### config.mk
export PLATFORM = sky130hd
export DESIGN_NAME = reset_sequencer_flat
export DESIGN_NICKNAME = d
export VERILOG_FILES = /design/src/rtl/reset_sequencer_if.sv /design/src/rtl/reset_sequencer.sv /design/src/flat_wrapper.sv
export SDC_FILE = /design/constraint.sdc
export NUM_CORES = 1
export LEC_CHECK = 0
export CELL_PAD_IN_SITES_DETAIL_PLACEMENT = 1
export CELL_PAD_IN_SITES_GLOBAL_PLACEMENT = 2
export CORE_MARGIN = 2
export CORE_UTILIZATION = 35
export CTS_CLUSTER_DIAMETER = 200
export DETAILED_ROUTE_END_ITERATION = 8
export GPL_TIMING_DRIVEN = 0
export PLACE_DENSITY_LB_ADDON = 0.1
export REMOVE_ABC_BUFFERS = 1
export SYNTH_ARGS = -nofsm -noshare
export SYNTH_HDL_FRONTEND = slang
export SYNTH_SLANG_ARGS = --single-unit
### constraint.sdc
create_clock -name clk -period 3.1 [get_ports clk]
set_input_delay 0.465 -clock clk [delete_from_list [all_inputs] [get_ports clk]]
set_output_delay 0.465 -clock clk [all_outputs]
set_load 0.01 [all_outputs]
### src/rtl/reset_sequencer_if.sv
// Control/status bundle between the reset sequencer and the blocks it sequences.
// master: the sequencer; slave: clock manager, software and the gated stages.
interface reset_sequencer_if;
    logic       locked;
    logic       soft_reset_req;
    logic [2:0] stage_done;
    logic [2:0] rst_stage;
    logic       seq_ready;
    logic       fault;
    logic [1:0] fault_stage;
    logic [7:0] lock_loss_cnt;

    modport master (
        input  locked, soft_reset_req, stage_done,
        output rst_stage, seq_ready, fault, fault_stage, lock_loss_cnt
    );

    modport slave (
        output locked, soft_reset_req, stage_done,
        input  rst_stage, seq_ready, fault, fault_stage, lock_loss_cnt
    );
endinterface

### src/rtl/reset_sequencer.sv
// Staged reset release: hold, wait for lock, then free stages 0..2 one at a time,
// each waiting for its done flag, with lock-loss restart and timeout fault.
module reset_sequencer #(
    parameter int unsigned HOLD_CYCLES  = 16,
    parameter int unsigned STAGE_GAP    = 100,
    parameter int unsigned DONE_TIMEOUT = 1000000
) (
    input  logic              clk,
    input  logic              reset,
    reset_sequencer_if.master bus
);
    typedef enum logic [2:0] {
        ST_ASSERT,
        ST_WAIT_LOCK,
        ST_WAIT_DONE,
        ST_GAP,
        ST_RUN,
        ST_FAULT
    } state_t;

    localparam logic [23:0] HOLD_LAST = 24'(HOLD_CYCLES - 1);
    localparam logic [23:0] GAP_LAST  = 24'(STAGE_GAP - 1);
    localparam logic [23:0] TO_LAST   = 24'(DONE_TIMEOUT - 1);
    localparam logic [23:0] CNT_MAX   = 24'hFF_FFFF;

    state_t      state;
    state_t      state_nxt;
    logic [23:0] cnt;
    logic [23:0] cnt_nxt;
    logic [1:0]  n;
    logic [1:0]  n_nxt;
    logic        sync1;
    logic        locked_s;
    logic        lock_lost;
    logic [2:0]  rst_nxt;
    logic [1:0]  fstage_nxt;
    logic [7:0]  llc_nxt;

    // locked comes from another clock domain
    always_ff @(posedge clk) begin
        if (reset) begin
            sync1    <= 1'b0;
            locked_s <= 1'b0;
        end else begin
            sync1    <= bus.locked;
            locked_s <= sync1;
        end
    end

    assign lock_lost = !locked_s &&
                       (state == ST_WAIT_DONE ||
                        state == ST_GAP ||
                        state == ST_RUN);

    always_comb begin
        state_nxt  = state;
        n_nxt      = n;
        fstage_nxt = bus.fault_stage;
        llc_nxt    = bus.lock_loss_cnt;
        cnt_nxt    = (cnt == CNT_MAX) ? cnt : cnt + 24'd1;
        rst_nxt    = 3'b111;

        if (lock_lost) begin
            state_nxt = ST_ASSERT;
            if (bus.lock_loss_cnt != 8'hFF) begin
                llc_nxt = bus.lock_loss_cnt + 8'd1;
            end
        end else if (bus.soft_reset_req && state != ST_ASSERT) begin
            state_nxt = ST_ASSERT;
        end else begin
            unique case (state)
                ST_ASSERT: begin
                    if (cnt == HOLD_LAST) state_nxt = ST_WAIT_LOCK;
                end
                ST_WAIT_LOCK: begin
                    if (locked_s) begin
                        state_nxt = ST_WAIT_DONE;
                        n_nxt     = 2'd0;
                    end
                end
                ST_WAIT_DONE: begin
                    if (bus.stage_done[n]) begin
                        state_nxt = (n == 2'd2) ? ST_RUN : ST_GAP;
                    end else if (cnt == TO_LAST) begin
                        state_nxt  = ST_FAULT;
                        fstage_nxt = n;
                    end
                end
                ST_GAP: begin
                    if (cnt == GAP_LAST) begin
                        state_nxt = ST_WAIT_DONE;
                        n_nxt     = n + 2'd1;
                    end
                end
                ST_RUN, ST_FAULT: begin
                end
                default: state_nxt = ST_ASSERT;
            endcase
        end

        if (state_nxt != state) cnt_nxt = 24'd0;
        if (state_nxt == ST_ASSERT) n_nxt = 2'd0;

        // stages 0..n are out of reset while waiting on / spacing stage n
        unique case (state_nxt)
            ST_WAIT_DONE, ST_GAP: rst_nxt = 3'b110 << n_nxt;
            ST_RUN:               rst_nxt = 3'b000;
            default:              rst_nxt = 3'b111;
        endcase
    end

    always_ff @(posedge clk) begin
        if (reset) begin
            state             <= ST_ASSERT;
            cnt               <= 24'd0;
            n                 <= 2'd0;
            bus.rst_stage     <= 3'b111;
            bus.seq_ready     <= 1'b0;
            bus.fault         <= 1'b0;
            bus.fault_stage   <= 2'd0;
            bus.lock_loss_cnt <= 8'd0;
        end else begin
            state             <= state_nxt;
            cnt               <= cnt_nxt;
            n                 <= n_nxt;
            bus.rst_stage     <= rst_nxt;
            bus.seq_ready     <= (state_nxt == ST_RUN);
            bus.fault         <= (state_nxt == ST_FAULT);
            bus.fault_stage   <= fstage_nxt;
            bus.lock_loss_cnt <= llc_nxt;
        end
    end
endmodule

### src/flat_wrapper.sv
// flat-port wrapper written by rule: the top's interface ports become plain ports
module reset_sequencer_flat 
#(
    parameter int unsigned HOLD_CYCLES  = 16,
    parameter int unsigned STAGE_GAP    = 100,
    parameter int unsigned DONE_TIMEOUT = 1000000
)
  (clk, reset, bus_locked, bus_soft_reset_req, bus_stage_done, bus_rst_stage, bus_seq_ready, bus_fault, bus_fault_stage, bus_lock_loss_cnt);
  reset_sequencer_if bus_i ();
  input  logic clk;
  input  logic reset;
  input wire logic [$bits(bus_i.locked)-1:0] bus_locked;
  input wire logic [$bits(bus_i.soft_reset_req)-1:0] bus_soft_reset_req;
  input wire logic [$bits(bus_i.stage_done)-1:0] bus_stage_done;
  output wire logic [$bits(bus_i.rst_stage)-1:0] bus_rst_stage;
  output wire logic [$bits(bus_i.seq_ready)-1:0] bus_seq_ready;
  output wire logic [$bits(bus_i.fault)-1:0] bus_fault;
  output wire logic [$bits(bus_i.fault_stage)-1:0] bus_fault_stage;
  output wire logic [$bits(bus_i.lock_loss_cnt)-1:0] bus_lock_loss_cnt;
  assign bus_i.locked = bus_locked;
  assign bus_i.soft_reset_req = bus_soft_reset_req;
  assign bus_i.stage_done = bus_stage_done;
  assign bus_rst_stage = bus_i.rst_stage;
  assign bus_seq_ready = bus_i.seq_ready;
  assign bus_fault = bus_i.fault;
  assign bus_fault_stage = bus_i.fault_stage;
  assign bus_lock_loss_cnt = bus_i.lock_loss_cnt;
  reset_sequencer #(.HOLD_CYCLES(HOLD_CYCLES), .STAGE_GAP(STAGE_GAP), .DONE_TIMEOUT(DONE_TIMEOUT)) u_core (.clk(clk), .reset(reset), .bus(bus_i));
endmodule
* Word level (Yosys, flattened, before mapping) *
Index checks and enable logic that the tools add are counted.

word-level totals
  logic and storage cells = 65
  flip-flop bits (word level) = 46
  output and inout port bits = 15
  input port bits = 7

cells by class
  reductions and logical operators = 13
  shift operators = 1
  equal/unequal tests = 16
  muxes and demuxes = 18
  order comparisons = 1
  bitwise gates (word level) = 3
  add/sub/neg operators = 3

operator list
  kind                                                   count
  adder 24 x 1 -> 24 bit, second input constant          1
  equality test 24 x 20 -> 1 bit, second input constant  1
  equality test 24 bit, second input constant            1
  equality test 24 x 4 -> 1 bit, second input constant   1
  equality test 24 x 7 -> 1 bit, second input constant   1
  2-to-1 mux 3 bit                                       8
  one-hot mux 3 bit (5 select lines)                     1
  equality test 3 x 2 -> 1 bit, second input constant    4
  equality test 3 bit, second input constant             4
  2-to-1 mux 2 bit                                       5
  adder 8 x 1 -> 8 bit, second input constant            1
  != test 8 bit, second input constant                   1
  logical NOT 3 bit                                      2
  one-hot mux 3 bit (2 select lines)                     1
  OR reduction 2 bit                                     3
  AND reduction 5 bit                                    1
  one-hot mux 2 bit (2 select lines)                     1
  equality test 3 x 1 -> 1 bit, second input constant    1
  < comparator 2 x 3 -> 1 bit, second input constant     1
  != test 3 bit                                          1
  inverter 1 bit                                         3
  nonzero test 3 bit                                     1
  left shift 3 x 2 -> 3 bit, first input constant        1
  adder 2 x 1 -> 2 bit, second input constant            1
  7 further kinds                                        9

* Logic depth before layout (Yosys ltp) *
Gate-level depths: netlist (run 1).

  word-level depth = 10
  gate-level depth with buffers = 8
  depth with buffers taken out = 7

* Worst setup path after synthesis (run 1) *
Ideal clock, no wire load.

  path type = reg-to-reg
  start point = register u_core.cnt[15]
  end point = register u_core.cnt[19]
  buffers on the path = 1
  clock period less this slack = 2.508 ns
  cell stages (with the launch flop) = 8
  slack = 0.592 ns
  required time = 3.038 ns
  library setup time = 0.062 ns
  arrival = 2.445 ns
  path through = dfxtp_1 -> or4_4 -> or4_4 -> or4_4 -> nand3_2 -> nand4_4 -> buf_6 -> nor2_2

between the ends
  cells in the longest elaborated chain, start to end = 8
  elaborated cells between the ends (all ways) = 14
  those cells by class = add/sub: 1; eq/ne: 5; mux: 7; reduce/logical: 1

ends and longest elaborated chain
  item                                line                    text
  from (decl)                         reset_sequencer.sv:28   logic [23:0] cnt;
  from (signal assigned)              reset_sequencer.sv:124  cnt <= cnt_nxt;
  equality test 24 x 20 -> 1 bit      reset_sequencer.sv:84   end else if (cnt == TO_LAST) begin
  2-to-1 mux 3 bit                    reset_sequencer.sv:84
  2-to-1 mux 3 bit                    reset_sequencer.sv:82   if (bus.stage_done[n]) begin
  one-hot mux 3 bit (5 select lines)  reset_sequencer.sv:71   unique case (state)
  2-to-1 mux 3 bit                    reset_sequencer.sv:68   end else if (bus.soft_reset_req && state != ST_ASSERT) begin
  2-to-1 mux 3 bit                    reset_sequencer.sv:63   if (lock_lost) begin
  != test 3 bit                       reset_sequencer.sv:101  if (state_nxt != state) cnt_nxt = 24'd0;
  OR reduction 2 bit (no line)        -

Several ways; a longest one is shown, not always the timed one.
A chain may end at the register's enable or synchronous reset.

* Final worst setup path (run 1) *
  start point = register u_core.cnt[15]
  end point = register u_core.cnt[3]

Same word-level chain as after synthesis.

==> results of run 1 <==
[cells by family after synthesis]
family | count (synthesis) | share of synthesized area, %
flip-flops | 46 | 38.29
multiplexers | 5 | 2.081
XOR/XNOR | 26 | 9.469
AND/OR/NAND/NOR | 149 | 35.07
buffers and inverters | 16 | 3.122
adder cells (fa/ha/maj) | 3 | 1.561
AO/OA/AOI/OAI | 36 | 10.41
[layer usage]
layer	routed length (um)	track usage, %	share of wire (%)
met3	162	2.654	2.6
met1	2874	21.51	47
met4	83	5.114	1.4
met5	0	0	0
met2	3007	29.22	49
[layout make-up]
cell class                      instances  area, um2  share of cell area [%]
Clock buffer                            5      68.82                   2.494
Clock inverter                          2      10.01                  0.3628
Inverter                                5      18.77                  0.6803
Multi-Input combinational cell        220       1430                   51.84
Sequential cell                        46      920.9                   33.38
Tap cell                               80      100.1                   3.628
Timing Repair Buffer                   21      210.2                   7.619
[flip-flops by register name (all words and copies together) (netlist names)]
signal and flops:
u_core.bus.fault 1, u_core.bus.fault_stage 2, u_core.bus.lock_loss_cnt 8, u_core.bus.rst_stage 3, u_core.bus.seq_ready 1, u_core.cnt 24
u_core.locked_s 1, u_core.n 2, u_core.state 3, u_core.sync1 1
[power by group through the flow]
stage          registers [mW]  clock network (mW)  logic, mW
6_report                0.600               0.350     0.0345
5_1_grt                 0.602               0.390     0.0390
4_1_cts                 0.601               0.373     0.0336
3_5_place_dp            0.614                   0     0.0332
3_3_place_gp            0.614                   0     0.0327
2_1_floorplan           0.613                   0     0.0170
[worst paths after layout]
| path | to | slack, ps | start |
|---|---|---|---|
| setup / recovery | u_core.cnt[3]$_SDFFE_PP0P_ | 250 | u_core.cnt[15]$_SDFFE_PP0P_ |
| hold / removal | u_core.locked_s$_SDFF_PP0_ | 450 | u_core.sync1$_SDFF_PP0_ |
| setup reg to reg | u_core.cnt[3]$_SDFFE_PP0P_ | 250 | u_core.cnt[15]$_SDFFE_PP0P_ |
| hold reg to reg | u_core.locked_s$_SDFF_PP0_ | 450 | u_core.sync1$_SDFF_PP0_ |
[per-stage QoR]
stage               std cells  hold WS, ps
global route              379        468.2
floorplan                 270        413.8
global placement          371        440.1
CTS                       378        459.0
finish                    379        446.7
detailed placement        371        433.4
[what timing repair did]
action / 4_1_cts / 5_1_grt
resized for setup: 0 / 1
endpoints found under the setup margin: 0 / 4
hold endpoints to repair: 0 / 0
[critical path, stage by stage, from the launching register on]
cell     delay (ps)
dfxtp_1         380
or4_4           570
or4_4           590
or4_4           530
nand3_2         150
nand4_4         270
nor3_1          280
[cell usage in the layout, fill, tap and decap left out, drive strengths merged, types with 2 or more instances in the layout]
cell type and n:
a211oi 2, a21boi 2, a21oi 9, a221oi 2
a311oi 2, a31oi 2, and2 2, and3 3
and4 4, clkbuf 5, clkdlybuf4s50 21, clkinv 2
dfxtp 46, ha 3, inv 5, mux2i 5
nand2 16, nand2b 3, nand3 11, nand4 18
nor2 49, nor2b 7, nor3 11, nor4 6
nor4bb 2, o21ai 4, o21bai 3, or3 4
or4 7, xnor2 13, xor2 13
==> run_results.csv, run 1 <==
group,metric,value,unit
run_status,status,"completed",
floorplanning,row_count,30,
hold_path,hold_depth,1,
floorplanning,die_w,86.89,um
sta,slew_violations,0,
power_and_ir_drop,p_clk_share,35.5,%
power_and_ir_drop,irDropWorstVdd,137.7,uV
sta,finalCritPeriodShare,91.95,%
logic_synthesis,synth_edf_count,0,
sta,worst_pin_slew,1054,ps
logic_synthesis,synth_area_leaders,"dfxtp_1, nor2_1, xnor2_1, xor2_1, nand4_1",
layout,final_area,2759,um2
placement,routabilityCongestion,0.7942,
logic_synthesis,ys.flop_type,"dfxtp_1",
logic_synthesis,ys_warn_count,0,
critical_path,end_kind,"flip-flop",
route,drt-wirelength-per-cell,16.17,um
floorplanning,start_util,35.79,%
critical_path,crit_type,"flip-flop to flip-flop",
logic_synthesis,synth_cells,281,
power_and_ir_drop,power.switching,223.6,uW
global_routing,grt_pass1_wl,10090,um
clock_tree,cts_setup_buffers,0,
floorplanning,core-area,6719,um2
clock_tree,clkSinkCount,46,
floorplanning,dieArea,7550,um2
critical_path,reg2reg_depth,6,
global_routing,grt_usage,16.88,%
floorplanning,num_io_pins,22,
route,vias,2124,
route,drc_errors,0,
logic_synthesis,ys_seq_area_share,38.29,%
critical_path,required,3310,ps
logic_synthesis,yosys.cell_types.count,52,
route,drt_iter0_markers,116,
power_and_ir_drop,p_leak,0.8983,nW
placement,dpl-instance-area,2659,um2
critical_path,arrival,3060,ps
clock_tree,clkSlewWorstSetupHoldPaths,90,ps
layout,utilization,41.06,%
logic_synthesis,postSynth.asyncResetShare,0,%
route,firstDrtPassIters,4,
power_and_ir_drop,p_per_area,356.8,nW/um2
logic_synthesis,syn_area_per_cell,8.558,um2
route,totalWireLength,6128,um
logic_synthesis,ys_seq_elements,46,
clock_tree,cts_tree,"done",
layout,syn2layout_area_growth,14.72,%
sta,finClkSkew,7.776,ps
floorplanning,die_h,86.89,um
clock_tree,cts_made_buffers,5,
global_routing,grt_pass1_vias,2028,
power_and_ir_drop,internal_power,760.9,uW
power_and_ir_drop,finalPower,984.5,uW
route,postRouteAntennaNets,0,
power_and_ir_drop,p_seq_share,61.0,%
clock_tree,hold_buffers,0,
sta,worst_slack,249.6,ps
layout,nets,309,
logic_synthesis,yosys-top-cells-count,"dfxtp_1, nor2_1, nand2_1, nand4_1",
global_routing,antenna_found_initial,0,
placement,dp_hpwl,4293,um
logic_synthesis,yosysMostFrequentCell,"dfxtp_1",
flow_run,drv_cap,0,
sta,fmaxAchievable,350.8,MHz
sta,setup_violations,0,
global_routing,grt_max_degree,25,
layout,layout-drive-gt1-share,9.030,%
placement,port_buffers,21,
logic_synthesis,synth_area,2405,um2
critical_path,worstPathMaxFanout,12,
sta,rsz0062_at_grt,"no",
route,viasPerCell,5.604,
power_and_ir_drop,switching_share,22.71,%
clock_tree,clkLatencyLatePin,300,ps
critical_path,startpoint_type,"flip-flop",
sta,slew_headroom,29.29,%
clock_tree,cts_root_buf,"clkbuf_8",
sta,fin_crit,2850,ps
global_routing,grt.overflow.total,0,
placement,dp_slack,90.44,ps
layout,antenna_cells,0,
logic_synthesis,synth_top_area_cell,"dfxtp_1",
sta,finalHoldViolCount,0,
clock_tree,clk_path_buf_depth,2,
clock_tree,h-tree-depth,2,
logic_synthesis,synth_top_area_share,38.29,%
layout,fill_cells,810,
power_and_ir_drop,combPwrFrac,3.5,%
sta,finalSetupTns,0,ps
hold_path,hp-class,"flip-flop to flip-flop",
No activity file was read; power rests on OpenSTA's default activity.
==> run 2, diff against run 1 <==
--- a/config.mk
+++ b/config.mk
@@ -5,6 +5,7 @@
 export SDC_FILE = /design/constraint.sdc
 export NUM_CORES = 1
 export LEC_CHECK = 0
+export CAP_MARGIN = 20
 export CELL_PAD_IN_SITES_DETAIL_PLACEMENT = 1
 export CELL_PAD_IN_SITES_GLOBAL_PLACEMENT = 2
 export CORE_MARGIN = 2
==> results of run 2 <==
The final DEF is identical to that of run 1; final timing and power are the same.
